**config.mk**
```make
export PLATFORM = sky130hd
export DESIGN_NAME = memory_access_stage
export DESIGN_NICKNAME = d
export VERILOG_FILES = /design/src/rtl/mem_pkg.sv /design/src/rtl/bus_timeout_counter.sv /design/src/rtl/memory_access_stage.sv
export SDC_FILE = /design/constraint.sdc
export NUM_CORES = 1
export LEC_CHECK = 0
export CAP_MARGIN = 10
export CORE_UTILIZATION = 45
export CTS_CLUSTER_DIAMETER = 60
export CTS_CLUSTER_SIZE = 12
export DETAILED_ROUTE_END_ITERATION = 6
export GPL_ROUTABILITY_DRIVEN = 0
export GPL_TIMING_DRIVEN = 1
export MAX_ROUTING_LAYER = met4
export PLACE_DENSITY = 0.86
export SKIP_CTS_REPAIR_TIMING = 1
export SYNTH_ARGS = -nofsm -noshare
export SYNTH_HDL_FRONTEND = slang
export SYNTH_SLANG_ARGS = --single-unit
```
**constraint.sdc**
```tcl
create_clock -name clk -period 4.3 [get_ports clk]
set_input_delay 0.43 -clock clk [delete_from_list [all_inputs] [get_ports clk]]
set_output_delay 0.43 -clock clk [all_outputs]
set_load 0.05 [all_outputs]
```
**src/rtl/mem_pkg.sv**
```systemverilog
// Shared definitions for the memory pipeline stages.
// Holds the default bus/tag widths and the FSM state encoding of the
// memory-access stage so the address-generation stage sees the same values.
package mem_pkg;

  localparam int MEM_ADDR_W = 16;
  localparam int MEM_DATA_W = 8;
  localparam int MEM_REG_W  = 5;

  typedef enum logic [1:0] {
    ST_IDLE = 2'd0,
    ST_BUS  = 2'd1,
    ST_HOLD = 2'd2
  } mem_state_e;

endpackage

```
**src/rtl/bus_timeout_counter.sv**
```systemverilog
// Bus wait counter for the memory-access stage.
// Ports:
//   clk      - clock, rising edge
//   rst_n    - synchronous active-low reset
//   clear_i  - restart counting from zero (entry to a bus transaction)
//   enable_i - count one more wait cycle
//   tc_o     - terminal count: counter holds TIMEOUT-1 (never set when TIMEOUT == 0)
module bus_timeout_counter #(
  parameter int TIMEOUT = 16
) (
  input  logic clk,
  input  logic rst_n,
  input  logic clear_i,
  input  logic enable_i,
  output logic tc_o
);

  localparam int CNT_W = (TIMEOUT > 1) ? $clog2(TIMEOUT) : 1;
  localparam int LAST  = (TIMEOUT > 0) ? (TIMEOUT - 1) : 0;

  logic [CNT_W-1:0] cnt_q;
  logic [CNT_W-1:0] cnt_d;

  // Next count: clear has priority over increment.
  always_comb begin
    cnt_d = cnt_q;
    if (clear_i) begin
      cnt_d = {CNT_W{1'b0}};
    end else if (enable_i) begin
      cnt_d = cnt_q + CNT_W'(1);
    end else begin
      cnt_d = cnt_q;
    end
  end

  // Count register.
  always_ff @(posedge clk) begin
    if (!rst_n) begin
      cnt_q <= {CNT_W{1'b0}};
    end else begin
      cnt_q <= cnt_d;
    end
  end

  // A zero TIMEOUT disables the terminal count entirely.
  assign tc_o = (TIMEOUT != 0) && (cnt_q == CNT_W'(LAST));

endmodule

```
**src/rtl/memory_access_stage.sv**
```systemverilog
// Memory-access pipeline stage: takes one load/store at a time from the
// address-generation stage, runs it on a simple req/ack bus and returns
// load results through a writeback handshake.
// Ports:
//   clk, rst_n                    - clock, synchronous active-low reset
//   in_addr/in_dest_reg/in_data   - operation fields, in_store selects store
//   in_valid/in_ready             - upstream handshake (in_ready combinational)
//   bus_req/bus_we/bus_addr/bus_wdata - registered bus request
//   bus_rdata/bus_ack             - bus completion (ignored outside BUS)
//   wb_dest_reg/wb_data/wb_valid/wb_ready - load writeback
//   bus_err                       - one-cycle pulse when a request times out
module memory_access_stage
  import mem_pkg::*;
#(
  parameter int ADDR_W  = MEM_ADDR_W,
  parameter int DATA_W  = MEM_DATA_W,
  parameter int REG_W   = MEM_REG_W,
  parameter int TIMEOUT = 16
) (
  input  logic              clk,
  input  logic              rst_n,
  input  logic [ADDR_W-1:0] in_addr,
  input  logic [REG_W-1:0]  in_dest_reg,
  input  logic [DATA_W-1:0] in_data,
  input  logic              in_store,
  input  logic              in_valid,
  output logic              in_ready,
  output logic              bus_req,
  output logic              bus_we,
  output logic [ADDR_W-1:0] bus_addr,
  output logic [DATA_W-1:0] bus_wdata,
  input  logic [DATA_W-1:0] bus_rdata,
  input  logic              bus_ack,
  output logic [REG_W-1:0]  wb_dest_reg,
  output logic [DATA_W-1:0] wb_data,
  output logic              wb_valid,
  input  logic              wb_ready,
  output logic              bus_err
);

  mem_state_e        state_q, state_d;
  logic [ADDR_W-1:0] addr_q, addr_d;
  logic [REG_W-1:0]  dest_q, dest_d;
  logic [DATA_W-1:0] wdata_q, wdata_d;
  logic              store_q, store_d;
  logic              bus_req_q, bus_req_d;
  logic              bus_we_q, bus_we_d;
  logic              bus_err_q, bus_err_d;
  logic              wb_valid_q, wb_valid_d;
  logic [DATA_W-1:0] wb_data_q, wb_data_d;
  logic [REG_W-1:0]  wb_dest_q, wb_dest_d;

  logic accept_s;
  logic cnt_clear_s;
  logic cnt_en_s;
  logic cnt_tc_s;

  // A held writeback retiring this edge frees the stage for a new operation.
  assign in_ready = rst_n && ((state_q == ST_IDLE) || ((state_q == ST_HOLD) && wb_ready));
  assign accept_s = in_valid && in_ready;

  bus_timeout_counter #(
    .TIMEOUT (TIMEOUT)
  ) u_wait_cnt (
    .clk      (clk),
    .rst_n    (rst_n),
    .clear_i  (cnt_clear_s),
    .enable_i (cnt_en_s),
    .tc_o     (cnt_tc_s)
  );

  // Next-state and output decode.
  always_comb begin
    state_d     = state_q;
    addr_d      = addr_q;
    dest_d      = dest_q;
    wdata_d     = wdata_q;
    store_d     = store_q;
    bus_req_d   = bus_req_q;
    bus_we_d    = bus_we_q;
    bus_err_d   = 1'b0;
    wb_valid_d  = wb_valid_q;
    wb_data_d   = wb_data_q;
    wb_dest_d   = wb_dest_q;
    cnt_clear_s = 1'b0;
    cnt_en_s    = 1'b0;

    case (state_q)
      ST_IDLE: begin
        wb_valid_d = 1'b0;
      end
      ST_BUS: begin
        // An ack in the terminal cycle wins over the timeout.
        if (bus_ack) begin
          bus_req_d = 1'b0;
          bus_we_d  = 1'b0;
          if (store_q) begin
            state_d = ST_IDLE;
          end else begin
            wb_valid_d = 1'b1;
            wb_data_d  = bus_rdata;
            wb_dest_d  = dest_q;
            state_d    = ST_HOLD;
          end
        end else if (cnt_tc_s) begin
          bus_req_d = 1'b0;
          bus_we_d  = 1'b0;
          bus_err_d = 1'b1;
          if (store_q) begin
            state_d = ST_IDLE;
          end else begin
            wb_valid_d = 1'b1;
            wb_data_d  = {DATA_W{1'b1}};
            wb_dest_d  = dest_q;
            state_d    = ST_HOLD;
          end
        end else begin
          cnt_en_s = 1'b1;
        end
      end
      ST_HOLD: begin
        if (wb_ready) begin
          wb_valid_d = 1'b0;
          state_d    = ST_IDLE;
        end else begin
          state_d = ST_HOLD;
        end
      end
      default: begin
        state_d    = ST_IDLE;
        bus_req_d  = 1'b0;
        bus_we_d   = 1'b0;
        wb_valid_d = 1'b0;
      end
    endcase

    // Acceptance is only possible from IDLE or a retiring HOLD, so it may
    // override whatever the state decode chose above.
    if (accept_s) begin
      addr_d      = in_addr;
      dest_d      = in_dest_reg;
      wdata_d     = in_data;
      store_d     = in_store;
      bus_req_d   = 1'b1;
      bus_we_d    = in_store;
      cnt_clear_s = 1'b1;
      state_d     = ST_BUS;
    end else begin
      cnt_clear_s = 1'b0;
    end
  end

  // State and output registers.
  always_ff @(posedge clk) begin
    if (!rst_n) begin
      state_q    <= ST_IDLE;
      addr_q     <= {ADDR_W{1'b0}};
      dest_q     <= {REG_W{1'b0}};
      wdata_q    <= {DATA_W{1'b0}};
      store_q    <= 1'b0;
      bus_req_q  <= 1'b0;
      bus_we_q   <= 1'b0;
      bus_err_q  <= 1'b0;
      wb_valid_q <= 1'b0;
      wb_data_q  <= {DATA_W{1'b0}};
      wb_dest_q  <= {REG_W{1'b0}};
    end else begin
      state_q    <= state_d;
      addr_q     <= addr_d;
      dest_q     <= dest_d;
      wdata_q    <= wdata_d;
      store_q    <= store_d;
      bus_req_q  <= bus_req_d;
      bus_we_q   <= bus_we_d;
      bus_err_q  <= bus_err_d;
      wb_valid_q <= wb_valid_d;
      wb_data_q  <= wb_data_d;
      wb_dest_q  <= wb_dest_d;
    end
  end

  assign bus_req     = bus_req_q;
  assign bus_we      = bus_we_q;
  assign bus_addr    = addr_q;
  assign bus_wdata   = wdata_q;
  assign bus_err     = bus_err_q;
  assign wb_valid    = wb_valid_q;
  assign wb_data     = wb_data_q;
  assign wb_dest_reg = wb_dest_q;

endmodule

```
## Word-level counts from Yosys, hierarchy flattened

Cells that the tools add are included.

- Register bits: 53
- Input port bits: 43
- Output and inout bits: 42

- Add/sub/neg operators: 1
- Equal/unequal tests: 8
- Muxes and demuxes: 28
- Bitwise operators: 4
- Reduce and logical (&&, ||, !) cells: 16

Operator list:

| operator | count |
|---|---|
| 8-bit 2-to-1 mux | 4 |
| 5-bit 2-to-1 mux | 3 |
| 1-bit 2-to-1 mux | 14 |
| 2-bit AND reduction | 5 |
| 2-bit 2-to-1 mux | 4 |
| 2-bit case mux with 3 select lines | 1 |
| 2-bit OR reduction | 3 |
| 4-bit by 1-bit adder with 4-bit output, second input constant | 1 |
| 4-bit == test, second input constant | 1 |
| 2-bit != test, second input constant | 2 |
| 4-bit != test, second input constant | 1 |
| 1-bit NOT | 4 |
| 1-bit case mux with 2 select lines | 2 |
| 1-bit logical AND | 3 |
| 3-bit != test, second input constant | 1 |
| 3-bit AND reduction | 1 |
| 3-bit OR reduction | 1 |
| 2-bit by 1-bit == test with 1-bit output, second input constant | 1 |
| 2-bit == test, second input constant | 1 |
| 2-bit logical NOT | 1 |
| 2-bit by 1-bit != test with 1-bit output, second input constant | 1 |
| 2-bit nonzero test | 1 |
| 1-bit logical OR | 1 |

## Depth between registers and ports, before layout

- Word-level depth: 7
- Depth in mapped cells: 8

## Modules after synthesis

A second synthesis with hierarchy kept.

- Cell total of the unflattened synthesis: 228
- Area total of the unflattened synthesis: 2100.8 sq um

Modules (own cells, without submodules):

| module | instances | cells each | area each (sq um) | sequential area each (sq um) |
|---|---|---|---|---|
| memory_access_stage | 1 | 210 | 1911.8 | 980.9 |
| bus_timeout_counter | 1 | 18 | 188.9 | 80.1 |

## Least setup slack after synthesis

Ideal clock, no wire load.

- Path type: register -> output
- Start point: register state_q[0]
- End point: output port in_ready
- Arrival: 1.123 ns
- Required time: 3.870 ns
- Slack: 2.747 ns
- Stages on the path, launching flop included: 5
- Path buffers: 0
- Cell sequence: dfxtp_1 inv_1 ha_1 a21o_1 and2_1

- Word-level cells in the longest chain between the ends: 4
- Elaborated cells between the ends (all ways): 5
- Those cells by class: eq/ne: 1; reduce/logical: 4

Ends and longest elaborated chain:

| element | RTL line | source |
|---|---|---|
| start: declaration | memory_access_stage.sv:41 | `mem_state_e state_q, state_d;` |
| start signal: assignment | memory_access_stage.sv:168 | `state_q <= state_d;` |
| 2-bit == test | memory_access_stage.sv:59 | `assign in_ready = rst_n && ((state_q == ST_IDLE) \|\| ((state_q == ST_HOLD) && wb_ready));` |
| 1-bit logical AND | memory_access_stage.sv:59 |  |
| 1-bit logical OR (*) | memory_access_stage.sv:59 |  |
| 1-bit logical AND (*) | memory_access_stage.sv:59 |  |
| end: declaration | memory_access_stage.sv:27 | `output logic in_ready,` |

Mark *: on every way between the ends. The rest lies on a longest branch, timed or not.

## Worst setup path in the final report

Ends and elaborated chain as after synthesis.

==> summary.md <==
| Metric | Value |
|---|---|
| Status | complete, no violations |
| Area contributors post-synth | dfxtp_1, nand2_1, o21ai_0 |
| Achievable Freq | roughly 400 MHz |
| Clk buf depth | 2 |
| Final setup vio count | 0 |
| WL/cell | roughly 12 um |
| Pleak | about 1.1 nW |
| Setup TNS | 0 ns |
| Buffers on Ports | 84 |
| Crit start category | register |
| Met3 Wirelength | roughly 370 um |
| First-pass GRT wire length | approximately 6.7 mm |
| Hold WC Path Type | reg -> reg |
| Worst clock skew | between 0.005 and 0.006 ns |
| Core Region | 0.00409 mm2 |
| Max Cap Viol | 0 |
| Final core occ | 70.9% |
| Sequential area share after synthesis | a little over half |
| # rows | 23 |
| Starting DRT DRC Count | 80 |
| Setup CP Type | reg -> out |
| Critical path peak fanout | 5 |
| Fin crit period | 2.47 ns |
| Final #Nets | 347 |
| # DRC | 0 |
| Final worst path period share | 57.6% |
| Yosys top cell by area | dfxtp_1 |
| H-Tree Depth | 2 |
| P&R area growth vs syn | 47.8% |
| Yosys cell types | 29 |
| Gr ovfl total | 0 |
| Highest layer used for signal routing | met4 |
| Hpwl dp | just over 3 mm |
| Pwr Density | roughly 400 mW/mm2 |
| WHS | 0.460 ns |
| Initial antenna violation count | 0 |
| CP arrival | around 2 ns |
| Vias per inst | a little over 5 |
| Seq cells post-synth | 53 |
| Largest register FFs | 16 |
| RSZ-0062 raised after global routing | no |
| Share of cells above drive strength 1 | under 10% |
| Worst skew pair latency | between 0.3 and 0.4 ns |
| Worst-margin pin slew | ~0.87 ns |
| # diodes | 0 |
| Synth top cells by count | nand2_1, dfxtp_1, o21ai_0 |
| Die Area | around 0.0046 mm2 |
| Drt first pass iters | 4 |
| Post-synth EDFFs | 0 |
| CP endpoint kind | primary output |
| Fillcell total | 334 |
| Starting density of the core | between 40% and 50% |
| Largest net degree at the start of global routing | 61 |
| Antenna-violating nets left | 0 |
| Syn Nets | between 200 and 300 |
| CTS tree | built |
| Post-Syn Area | roughly 0.0020 mm2 |
| WL final | around 4.3 mm |
| Most numerous cell in the Yosys netlist | nand2_1 |
| Worst EP required | ~3.9 ns |
| Top cell type's share of synthesized area | a little over half |
| Final Total Pwr | between 0.001 and 0.0015 W |
| Num CTS Buffers | 5 |
| Ys flop type | dfxtp_1 |
| Via count | about 1800 |
| WL met1 | about 1.9 mm |
| Final hold vios | 0 |
| Clock Sinks | between 50 and 60 |
| Pins Over Slew Limit | 0 |
| Routed length on met2 | 1.99 mm |
| Clk slew on worst S/H paths | around 0.09 ns |
| Synth Warn # | 0 |
| Vias in the first global route | ~1600 |
| Root Driver | clkbuf_8 |
| Die height | between 60 and 70 um |
| IO Pins | 85 |
| Worst vdd rail ir drop | about 0.00026 V |
| Max-slew headroom | a little over two fifths |
| Synthesized area per cell | around 8.8 um2 |
| GRT Util Overall | 20.0% |
| Mapped Cells | 222 |
| Die width | around 68 um |
| Synth async-reset ratio | 0% |
metrics by stage:
stage,instance area (um2),setup WS (ns),cells
after global routing,2900,1.71,350
after detailed placement,2800,1.89,343
after floorplan,1960,2.75,222
after CTS,2900,1.81,350
after global placement,2800,1.90,343
final,2900,1.83,350
kinds of logic (layout without fill, tap and decap cells):
family                   after synthesis  count (layout)  share of synthesized area (%)
buffers and inverters                 16              94                           4.15
flip-flops                            53              53                           54.1
AND/OR/NAND/NOR                       91              91                           20.6
XOR/XNOR                               2               2                          0.893
AO/OA/AOI/OAI                         56              56                           17.7
adder cells (fa/ha/maj)                4               4                           2.55
worst paths after layout:
check                                         startpoint                       end  slack [ns]  cells past startpoint
worst max-delay path             state_q[0]$_SDFFE_PN0P_                  in_ready        1.83                      5
worst min-delay path            bus_addr[7]$_SDFFE_PN0P_  bus_addr[7]$_SDFFE_PN0P_        0.46                      2
worst max register to register   state_q[0]$_SDFFE_PN0P_    dest_q[4]$_SDFFE_PN0P_        2.38                      5
worst min register to register  bus_addr[7]$_SDFFE_PN0P_  bus_addr[7]$_SDFFE_PN0P_        0.46                      2
worst max-delay path, stage by stage, from the launching register on:
cell and delay, ns:
dfxtp_1 0.37, inv_1 0.08, ha_1 0.25, a21o_1 0.19, and2_1 0.16, clkdlybuf4s50_1 0.70
routing by layer:
layer | vias up | global-route usage [%]
met5 | - | -
met4 | 0 | 7.03
met3 | 6 | 7.83
met2 | 65 | 31.9
met1 | 798 | 22.7
li1 | 906 | -
layout by cell type (no fill, tap or decap):
cell and n:
nor2b_1 1, buf_2 1, xnor2_1 2, o21a_1 1
clkdlybuf4s50_1 83, ha_1 4, dfxtp_1 53, inv_1 2
nand2_1 67, a21o_1 1, and2_1 1, and2b_2 2
o21ai_2 1, and3_2 2, and4b_2 1, nor3_1 4
buf_4 1, bufinv_16 1, clkinv_2 1, nor2_4 1
a21oi_1 3, or3_1 1, o211ai_1 1, o221a_2 9
or2b_4 1, nor2_1 2, clkbuf_8 5, o21ai_0 40
nand3_1 7, and3_1 1
final cells by class:
class	instances	area [um2]	area share, %
multi-input cells	153	821	28.3
inverters	2	7.51	0.259
clock inverters	2	35.0	1.21
flip-flops and latches	53	1060	36.6
repair buffers	85	843	29.1
clock buffers	5	68.8	2.37
well taps	50	62.6	2.16
where the power goes:
part / internal [W] / leakage (nW) / switching [W] / total (W)
combinational: 0.000109 / 0.589 / 0.000170 / 0.000279
clock: 0.000169 / 0.0540 / 0.000156 / 0.000325
sequential: 0.000527 / 0.434 / 0.0000173 / 0.000544
total: 0.000805 / 1.08 / 0.000343 / 0.00115
No activity file was read; power rests on OpenSTA's default activity.
